## config.mk

```make
export PLATFORM = sky130hd
export DESIGN_NAME = mul_req_ctrl
export DESIGN_NICKNAME = d
export VERILOG_FILES = /design/src/rtl/ecc_pkg.sv /design/src/rtl/mul_req_ctrl.sv
export SDC_FILE = /design/constraint.sdc
export NUM_CORES = 1
export LEC_CHECK = 0
export BUFFER_PORTS_ARGS = -buffer_cell sky130_fd_sc_hd__buf_2
export CAP_MARGIN = 25
export CORE_AREA = 2 2 557 559
export DETAILED_ROUTE_END_ITERATION = 10
export DIE_AREA = 0 0 559 561
export HOLD_SLACK_MARGIN = 0.15
export MAX_ROUTING_LAYER = met4
export PLACE_DENSITY_LB_ADDON = 0.25
export SETUP_SLACK_MARGIN = 0.5
export SLEW_MARGIN = 10
export SYNTH_ARGS = -nofsm -noshare
export SYNTH_HDL_FRONTEND = slang
export SYNTH_SLANG_ARGS = --single-unit
```

## constraint.sdc

```tcl
create_clock -name CLK -period 3.5 [get_ports CLK]
set_clock_uncertainty 0.05 [all_clocks]
set_input_delay 0.7 -clock CLK [delete_from_list [all_inputs] [get_ports CLK]]
set_output_delay 0.7 -clock CLK [all_outputs]
set_load 0.01 [all_outputs]
```

## src/rtl/ecc_pkg.sv

```systemverilog
// Shared definitions for the GF(2^233) multiplier request controller.
package ecc_pkg;

    localparam int unsigned N_FIELD = 233;
    localparam int unsigned ST_W    = 2;

    localparam logic [ST_W-1:0] ST_OK      = 2'b00;
    localparam logic [ST_W-1:0] ST_FAULT   = 2'b01;
    localparam logic [ST_W-1:0] ST_TIMEOUT = 2'b10;

    typedef enum logic [1:0] {
        IDLE  = 2'b00,
        ISSUE = 2'b01,
        WAIT  = 2'b10,
        RESP  = 2'b11
    } state_e;

endpackage

```

## src/rtl/mul_req_ctrl.sv

```systemverilog
// Initiator-side controller: turns valid/ready multiply jobs into the
// multiplier's one-shot pulse protocol, supervises ERROR/timeout, and
// returns product plus status on a valid/ready response channel.
module mul_req_ctrl
    import ecc_pkg::*;
#(
    parameter int unsigned N       = N_FIELD,
    parameter int unsigned TIMEOUT = 200,
    parameter int unsigned MAX_ERR = 4
) (
    input  logic            CLK,
    input  logic            RST_N,
    input  logic            REQ_VALID,
    output logic            REQ_READY,
    input  logic [N-1:0]    REQ_A,
    input  logic [N-1:0]    REQ_B,
    output logic            RSP_VALID,
    input  logic            RSP_READY,
    output logic [N-1:0]    RSP_DATA,
    output logic [ST_W-1:0] RSP_STATUS,
    output logic            M_IN_VALID,
    output logic [N-1:0]    M_A,
    output logic [N-1:0]    M_B,
    input  logic [N-1:0]    M_DOUT,
    input  logic            M_OUT_VALID,
    input  logic            M_ERROR,
    output logic [15:0]     ERR_TOTAL
);

    localparam int unsigned ERR_W  = 4;
    localparam int unsigned WAIT_W = 8;
    localparam int unsigned TOT_W  = 16;

    localparam logic [ERR_W-1:0]  ERR_LIM  = ERR_W'(MAX_ERR);
    localparam logic [WAIT_W-1:0] WAIT_LIM = WAIT_W'(TIMEOUT);

    state_e             state_q,      state_d;
    logic               m_in_valid_q, m_in_valid_d;
    logic [N-1:0]       m_a_q,        m_a_d;
    logic [N-1:0]       m_b_q,        m_b_d;
    logic               rsp_valid_q,  rsp_valid_d;
    logic [N-1:0]       rsp_data_q,   rsp_data_d;
    logic [ST_W-1:0]    rsp_status_q, rsp_status_d;
    logic [ERR_W-1:0]   err_cnt_q,    err_cnt_d;
    logic [WAIT_W-1:0]  wait_cnt_q,   wait_cnt_d;
    logic [TOT_W-1:0]   err_total_q,  err_total_d;

    // State register and datapath flops, synchronous active-low reset.
    always_ff @(posedge CLK) begin
        if (!RST_N) begin
            state_q      <= IDLE;
            m_in_valid_q <= 1'b0;
            m_a_q        <= '0;
            m_b_q        <= '0;
            rsp_valid_q  <= 1'b0;
            rsp_data_q   <= '0;
            rsp_status_q <= ST_OK;
            err_cnt_q    <= '0;
            wait_cnt_q   <= '0;
            err_total_q  <= '0;
        end else begin
            state_q      <= state_d;
            m_in_valid_q <= m_in_valid_d;
            m_a_q        <= m_a_d;
            m_b_q        <= m_b_d;
            rsp_valid_q  <= rsp_valid_d;
            rsp_data_q   <= rsp_data_d;
            rsp_status_q <= rsp_status_d;
            err_cnt_q    <= err_cnt_d;
            wait_cnt_q   <= wait_cnt_d;
            err_total_q  <= err_total_d;
        end
    end

    // Next-state logic; in WAIT, OUT_VALID beats ERROR, which beats the timeout count.
    always_comb begin
        state_d      = state_q;
        m_in_valid_d = 1'b0;
        m_a_d        = m_a_q;
        m_b_d        = m_b_q;
        rsp_valid_d  = rsp_valid_q;
        rsp_data_d   = rsp_data_q;
        rsp_status_d = rsp_status_q;
        err_cnt_d    = err_cnt_q;
        wait_cnt_d   = wait_cnt_q;
        err_total_d  = err_total_q;

        case (state_q)
            IDLE: begin
                if (REQ_VALID) begin
                    m_a_d        = REQ_A;
                    m_b_d        = REQ_B;
                    err_cnt_d    = '0;
                    wait_cnt_d   = '0;
                    m_in_valid_d = 1'b1;
                    state_d      = ISSUE;
                end
            end
            ISSUE: begin
                // ERROR here may belong to an aborted job still running; ignore it.
                state_d = WAIT;
            end
            WAIT: begin
                if (M_OUT_VALID) begin
                    rsp_data_d   = M_DOUT;
                    rsp_status_d = ST_OK;
                    rsp_valid_d  = 1'b1;
                    state_d      = RESP;
                end else if (M_ERROR) begin
                    err_cnt_d  = err_cnt_q + ERR_W'(1);
                    wait_cnt_d = '0;
                    if (err_total_q != {TOT_W{1'b1}}) begin
                        err_total_d = err_total_q + TOT_W'(1);
                    end
                    if (err_cnt_q + ERR_W'(1) == ERR_LIM) begin
                        rsp_data_d   = '0;
                        rsp_status_d = ST_FAULT;
                        rsp_valid_d  = 1'b1;
                        state_d      = RESP;
                    end
                end else begin
                    wait_cnt_d = wait_cnt_q + WAIT_W'(1);
                    if (wait_cnt_q + WAIT_W'(1) == WAIT_LIM) begin
                        rsp_data_d   = '0;
                        rsp_status_d = ST_TIMEOUT;
                        rsp_valid_d  = 1'b1;
                        state_d      = RESP;
                    end
                end
            end
            RESP: begin
                if (RSP_READY) begin
                    rsp_valid_d = 1'b0;
                    state_d     = IDLE;
                end
            end
            default: state_d = IDLE;
        endcase
    end

    assign REQ_READY  = (state_q == IDLE);
    assign RSP_VALID  = rsp_valid_q;
    assign RSP_DATA   = rsp_data_q;
    assign RSP_STATUS = rsp_status_q;
    assign M_IN_VALID = m_in_valid_q;
    assign M_A        = m_a_q;
    assign M_B        = m_b_q;
    assign ERR_TOTAL  = err_total_q;

endmodule
```

==> impl_results.md, run 1 <==
- Drt total wl: 181000 um
- Sw frac: 35.1%
- Final setup viols: 0
- Main combinational cell family by area after synthesis: compound AO/OA/AOI/OAI gates
- CP required: 4.10 ns
- Post-synthesis mux area share: 0.0337%
- Drt pass-1 iters: 5
- GRT overflow: 0
- Yosys Warn Count: 0
- Internal Pwr Total: 18.5 mW
- Post-detail-place hpwl: 139000 um
- Peak Freq: 370 MHz
- CTS Buf Count: 100
- Routed Antenna Nets: 0
- Tmin final: 2.70 ns
- NumNets Final: 5997
- Xor and xnor area share after synthesis: 0.413%
- Max Cap Viol: 0
- All-Layer GR Usage: 11.2%
- DRC violations left: 0
- Vias in the first global route: 34000
- FF+latch area: 14700 um2
- Worst setup EP type: flop
- Clock sink total: 733
- CP max stage delay: 0.72 ns
- Syn Area/Cell: 8.84 um2
- Worst-margin pin slew: 0.903 ns
- EDFF count, synth: 0
- Power density over cell area: 554 nW/um2
- Synth Area in Simple Gates: 13.8%
- Arrival time at the worst endpoint: 3.30 ns
- Io pins: 1425
- Crit path max fanout: 49
- Worst VDD drop: 0.354 mV
- Final period utilization: 77.2%
- Post-synthesis compound-gate area fraction: 31.5%
- Syn Inst Count: 3356
- Clock power share: 36.1%
- Post-synth top flop: dfxtp_1
- Static Leak: 20.8 nW
- Setup_tns: 0 ns
- Worst path top cell family by delay: compound AO/OA/AOI/OAI gates
- Starting density of the core: 9.65%
- Port buffer count: 1424
- DRT iter0 DRCs: 1962
- Global-route wire length before repair: 256000 um
- Total Die Area: 314000 um2
- Core area: 308000 um2
- Post-Syn Area: 29700 um2
- Syn nets: 4068
- Htree depth: 3
- Reg clk slew, reported paths: 0.06 ns
- Critical path startpoint category: flop
- Sequential area share after synthesis: 49.5%
- Area Overhead vs Synth: 73.7%
- Via Count: 33900
- Via density: 3.56
- CTS Root Cell: clkbuf_16
- Initial antenna violation count: 53
- Area of the multi-input gates: 13700 um2
- Share of layout cells above drive strength 1: 31.5%
- Slew Limit Headroom: 39.8%
- Seq pwr share: 36.5%
- CP cell instances: nand2_1 -> a211o_1 -> a2111o_2 -> buf_4 -> o2111ai_1 -> a21boi_0
- Psw: 10.0 mW
- Largest net degree at the start of global routing: 97
- Worst skew pair latency: 0.82 ns
- CTS Buffer Depth: 4
- CP Class: reg -> reg
- Setup bufs post-CTS: 0
- Std cell rows: 204
- Post-Synth Adder-Cell Area: 0.295%
- GP Congestion: 0.911
- Hold Violations, Final: 0
- Yosys cell types: 44
- Die width: 559 um
- Final Total Pwr: 28.6 mW
- Slowest-stage cell, CP: a2111o_2
- Final Slew Violations: 0
- Combinational power share: 27.4%
- HP Class: in -> reg
- Layout fillers: 34800
- Synth async-reset ratio: 0%
- Die Y-Extent: 561 um
- Layout Utilization: 16.8%
- CTS tree: built
- Flops & latches, synth: 733
- Worst path bufs/invs: 1
- Routed len/inst: 19.0 um
- Unrepaired setup endpoints after global routing: no
- Status: completed
## worst reg2reg max path, cell delays in order (launching register included)
cell       delay, ns
dfxtp_1         0.44
nand2_1         0.12
a211o_1         0.28
a2111o_2        0.72
buf_4           0.40
o2111ai_1       0.40
a21boi_0        0.12
## synth_stat cells, drive strengths merged (3+ instances only)
| library cell | count | area [um2] |
|---|---|---|
| nand4 | 12 | 75.1 |
| xnor2 | 5 | 43.8 |
| o21ai | 11 | 55.1 |
| a21boi | 704 | 5290 |
| xor2 | 9 | 78.8 |
| a21oi | 4 | 20.0 |
| o21a | 3 | 22.5 |
| o2111ai | 233 | 2040 |
| nand4b | 3 | 26.3 |
| a22oi | 234 | 1760 |
| dfxtp | 733 | 14700 |
| nor2b | 3 | 18.8 |
| inv | 6 | 22.5 |
| o211a | 5 | 50.1 |
| buf | 37 | 151 |
| clkbuf | 305 | 1140 |
| nand2b | 5 | 31.3 |
| nor4 | 3 | 18.8 |
| nor2 | 10 | 37.5 |
| nor3 | 11 | 55.1 |
| ha | 7 | 87.6 |
| nand2 | 953 | 3580 |
| and2 | 19 | 119 |
| nand3 | 16 | 80.1 |
## cells in the final DEF, fill, tap and decap left out, types with 5 or more instances in the layout
| cell type | Yosys | final |
|---|---|---|
| buf_2 | 10 | 1422 |
| nand2_1 | 953 | 952 |
| dfxtp_1 | 733 | 733 |
| a21boi_0 | 704 | 704 |
| dlygate4sd3_1 | 0 | 638 |
| a22oi_1 | 234 | 234 |
| o2111ai_1 | 233 | 233 |
| clkbuf_16 | 0 | 100 |
| buf_4 | 0 | 82 |
| diode_2 | 0 | 40 |
| clkbuf_8 | 0 | 26 |
| clkbuf_1 | 305 | 25 |
| buf_12 | 0 | 25 |
| and2_1 | 18 | 17 |
| nand3_1 | 16 | 16 |
| nand4_1 | 12 | 12 |
| clkinv_2 | 0 | 12 |
| nor3_1 | 11 | 11 |
| o21ai_0 | 11 | 11 |
| nor2_1 | 10 | 9 |
| xor2_1 | 9 | 9 |
| ha_1 | 7 | 7 |
| nand2b_1 | 5 | 5 |
| o211a_1 | 5 | 5 |
| xnor2_1 | 5 | 5 |
## stage by stage
step / hold WS (ns) / instance area (um2) / setup WS (ns) / cells
floorplan: 0.403 / 29700 / 1.43 / 3356
global placement: 0.396 / 41800 / 0.856 / 8665
detailed placement: 0.403 / 41800 / 0.879 / 8665
CTS: 0.150 / 51400 / 0.811 / 9480
global route: 0.167 / 51500 / 0.681 / 9514
finish: 0.234 / 51500 / 0.798 / 9520
## logic make-up after synthesis
logic type / after synthesis
xor gates and xnor gates: 14
buffers and inverters: 348
adders and majority gates: 7
and+or+nand+nor: 1044
AOI/OAI and AO/OA: 1209
DFF: 733
muxes: 1
## state kept, by name, indices dropped and copies added (netlist names)
signal / count
wait_cnt_q: 8
RSP_VALID: 1
M_B: 233
state_q: 2
ERR_TOTAL: 16
M_IN_VALID: 1
RSP_DATA: 233
M_A: 233
err_cnt_q: 4
RSP_STATUS: 2
## area by class of cell
class                           instances  share of cell area (%)
Inverter                                6                  0.0728
Antenna cell                           40                   0.194
Sequential cell                       733                    28.5
Timing Repair Buffer                 2169                    28.4
Clock buffer                          151                    5.73
Clock inverter                         26                   0.546
Tap cell                             4120                    10.0
Multi-Input combinational cell       2275                    26.6
## metal layers
metal  GRT usage (%)  wire [um]  up-vias
met5               -          0        -
met2            17.9      83800     1386
met3            3.31      14900      196
met1            13.8      77400    16400
met4            2.85       4460        0
li1                -          -    15900
## path summary, 6_finish.rpt
kind / from / end / slack (ns) / depth (start not counted)
max reg2reg: wait_cnt_q[3]$_SDFFE_PN0P_ / RSP_DATA[125]$_SDFFE_PN0P_ / 0.80 / 6
min reg2reg: M_B[224]$_SDFFE_PN0P_ / M_B[224]$_SDFFE_PN0P_ / 0.41 / 2
max: wait_cnt_q[3]$_SDFFE_PN0P_ / RSP_DATA[125]$_SDFFE_PN0P_ / 0.80 / 6
min: REQ_A[129] / M_A[129]$_SDFFE_PN0P_ / 0.23 / 3
## power groups by stage
stage	combinational, mW	clock, mW	sequential, mW
after floorplan	2.93	0	11.0
after global placement	7.29	0	10.5
after detailed placement	7.32	0	10.6
after CTS	7.97	10.7	10.4
after global routing	8.57	11.0	10.5
final	7.83	10.3	10.4
## timing repair
| item | CTS | global route |
|---|---|---|
| setup endpoints to repair | 0 | 0 |
| resized for setup | 0 | 0 |
| hold buffers | 638 | 0 |
| endpoints found under the hold margin | 638 | 0 |
Note: power is estimated with default switching activity, not from simulation.
==> inputs of run 2 (changes only) <==
clock period = 2.55 ns   (was 3.5 ns; I/O delays follow)
==> run 2 against run 1 <==
Register-to-register slack worse by 0.60 ns. Count of clock-buffer cells in the layout fell by 9. Combinational power rose by 52%. First-iteration DRC count increased by 15%. Via count up 3.1%. Critical path type unchanged. Largest cell class is now non-clock buffers.
==> impl_results.md, run 2 (same netlist as run 1, synthesis figures left out) <==
- Clock sink total: 733
- Reg clk slew, reported paths: 0.06 ns
- Drt total wl: 193000 um
- Final Total Pwr: 40.4 mW
- Setup_tns: 0 ns
- All-Layer GR Usage: 11.5%
- Layout fillers: 34600
- R2R Path End: RSP_VALID$_SDFFE_PN0P_
- Worst VDD drop: 0.485 mV
- Largest net degree at the start of global routing: 86
- Crit path max fanout: 85
- DRC violations left: 0
- CTS Buf Count: 100
- CP required: 3.19 ns
- R2R depth: 7
- Global-route wire length before repair: 260000 um
- GP Congestion: 0.925
- CTS tree: built
- CP Class: reg -> reg
- Die width: 559 um
- Final period utilization: 92.2%
- Worst path top cell family by delay: compound AO/OA/AOI/OAI gates
- Commonest non-fill, non-tap cell in the layout: buf_2
- DRT iter0 DRCs: 2258
- CP max stage delay: 0.48 ns
- Slowest-stage cell, CP: a2111o_2
- Final setup viols: 0
- Peak Freq: 425 MHz
- Worst skew pair latency: 0.83 ns
- Most frequent CP cell: buf_12
- Hold Violations, Final: 0
- Initial antenna violation count: 49
- Worst setup EP type: flop
- Final Slew Violations: 0
- CTS Buffer Depth: 4
- Total Die Area: 314000 um2
- Share of layout cells above drive strength 1: 36.2%
- Std cell rows: 204
- Starting density of the core: 9.65%
- Worst path bufs/invs: 2
- Hold Crit Depth: 2
- Max Cap Viol: 0
- Area Overhead vs Synth: 87.7%
- CTS Root Cell: clkbuf_16
- Power density over cell area: 726 nW/um2
- GRT overflow: 0
- Via Count: 34900
- Via density: 3.59
- Io pins: 1425
- R2r setup slk: 0.20 ns
- Arrival time at the worst endpoint: 2.99 ns
- Most frequent cells in the layout: buf_2 (1366), nand2_1 (951), dlygate4sd3_1 (704)
- Core area: 308000 um2
- Routed Antenna Nets: 0
- CP cell instances: ha_4 -> nand4_1 -> a2111o_2 -> buf_12 -> buf_12 -> a211o_1 -> o32ai_1
- Post-detail-place hpwl: 141000 um
- Drt pass-1 iters: 6
- Unrepaired setup endpoints after global routing: yes
- Htree depth: 3
- Slew Limit Headroom: 51.4%
- Worst setup margin: 0.200 ns
- HP Class: reg -> reg
- Routed len/inst: 19.8 um
- Hold endpoint: M_A[9]$_SDFFE_PN0P_
- Critical path startpoint category: flop
- Static Leak: 22.6 nW
- Port buffer count: 1424
- NumNets Final: 6208
- Status: completed
- Worst-margin pin slew: 0.729 ns
- Die Y-Extent: 561 um
- Vias in the first global route: 34500
- Hold_sp: M_A[9]$_SDFFE_PN0P_
- Layout Utilization: 18.1%
- Reg2reg start: wait_cnt_q[1]$_SDFFE_PN0P_
- Tmin final: 2.35 ns
- Pre-CTS setup slack: 0.174 ns
-- run 2: final cells by class --
class | count | area, um2 | area share (%)
Timing Repair Buffer | 2380 | 17900 | 32.2
Sequential cell | 733 | 14800 | 26.6
Multi-Input combinational cell | 2275 | 14500 | 26.0
Tap cell | 4120 | 5150 | 9.26
Clock buffer | 142 | 2880 | 5.17
Clock inverter | 31 | 333 | 0.598
Antenna cell | 36 | 90.1 | 0.162
Inverter | 6 | 37.5 | 0.0674
-- run 2: stage by stage --
stage                     instance area [um2]  hold slack [ns]  cells
after floorplan                         29700            0.403   3356
final                                   55700            0.406   9723
after global routing                    55700            0.374   9716
after global placement                  42400            0.396   8722
after CTS                               54000            0.319   9637
after detailed placement                42400            0.403   8722
-- run 2: how the worst max path moves through the flow --
stage	from	endpoint	slack (ns)	cells after the start
after floorplan	wait_cnt_q[3]$_SDFFE_PN0P_	RSP_DATA[100]$_SDFFE_PN0P_	0.55	7
after global placement	wait_cnt_q[3]$_SDFFE_PN0P_	RSP_DATA[163]$_SDFFE_PN0P_	0.18	7
after detailed placement	wait_cnt_q[3]$_SDFFE_PN0P_	RSP_DATA[207]$_SDFFE_PN0P_	0.17	7
after CTS	wait_cnt_q[4]$_SDFFE_PN0P_	RSP_DATA[95]$_SDFFE_PN0P_	0.25	7
after global routing	wait_cnt_q[1]$_SDFFE_PN0P_	RSP_VALID$_SDFFE_PN0P_	0.13	7
final	wait_cnt_q[1]$_SDFFE_PN0P_	RSP_VALID$_SDFFE_PN0P_	0.20	7
-- run 2: report_power, final --
| part | internal [mW] | total, mW | switching [mW] |
|---|---|---|---|
| Clock | 8.24 | 14.1 | 5.91 |
| Combinational | 4.87 | 11.9 | 7.08 |
| Sequential | 13.2 | 14.4 | 1.19 |
-- run 2: tightest hold or removal path: stages, from the launching register on --
cell      delay [ns]
dfxtp_1         0.30
nand2_1         0.04
a21boi_0        0.06
-- run 2: layer usage --
metal | track usage, % | vias up | share of wire, % | routed length (um)
li1 | - | 16300 | - | -
met1 | 13.9 | 16900 | 42 | 81200
met2 | 18.5 | 1521 | 46 | 89300
met3 | 3.60 | 238 | 8.8 | 17000
met4 | 3.03 | 0 | 2.6 | 5000
met5 | - | - | 0 | 0
-- run 2: timing repair --
action,in CTS,in global routing
setup endpoints to repair,319,384
hold endpoints to repair,707,0
gates resized for setup,246,298
hold buffers,704,0
buffers inserted,23,22
pin swaps,72,87
cloned,15,28
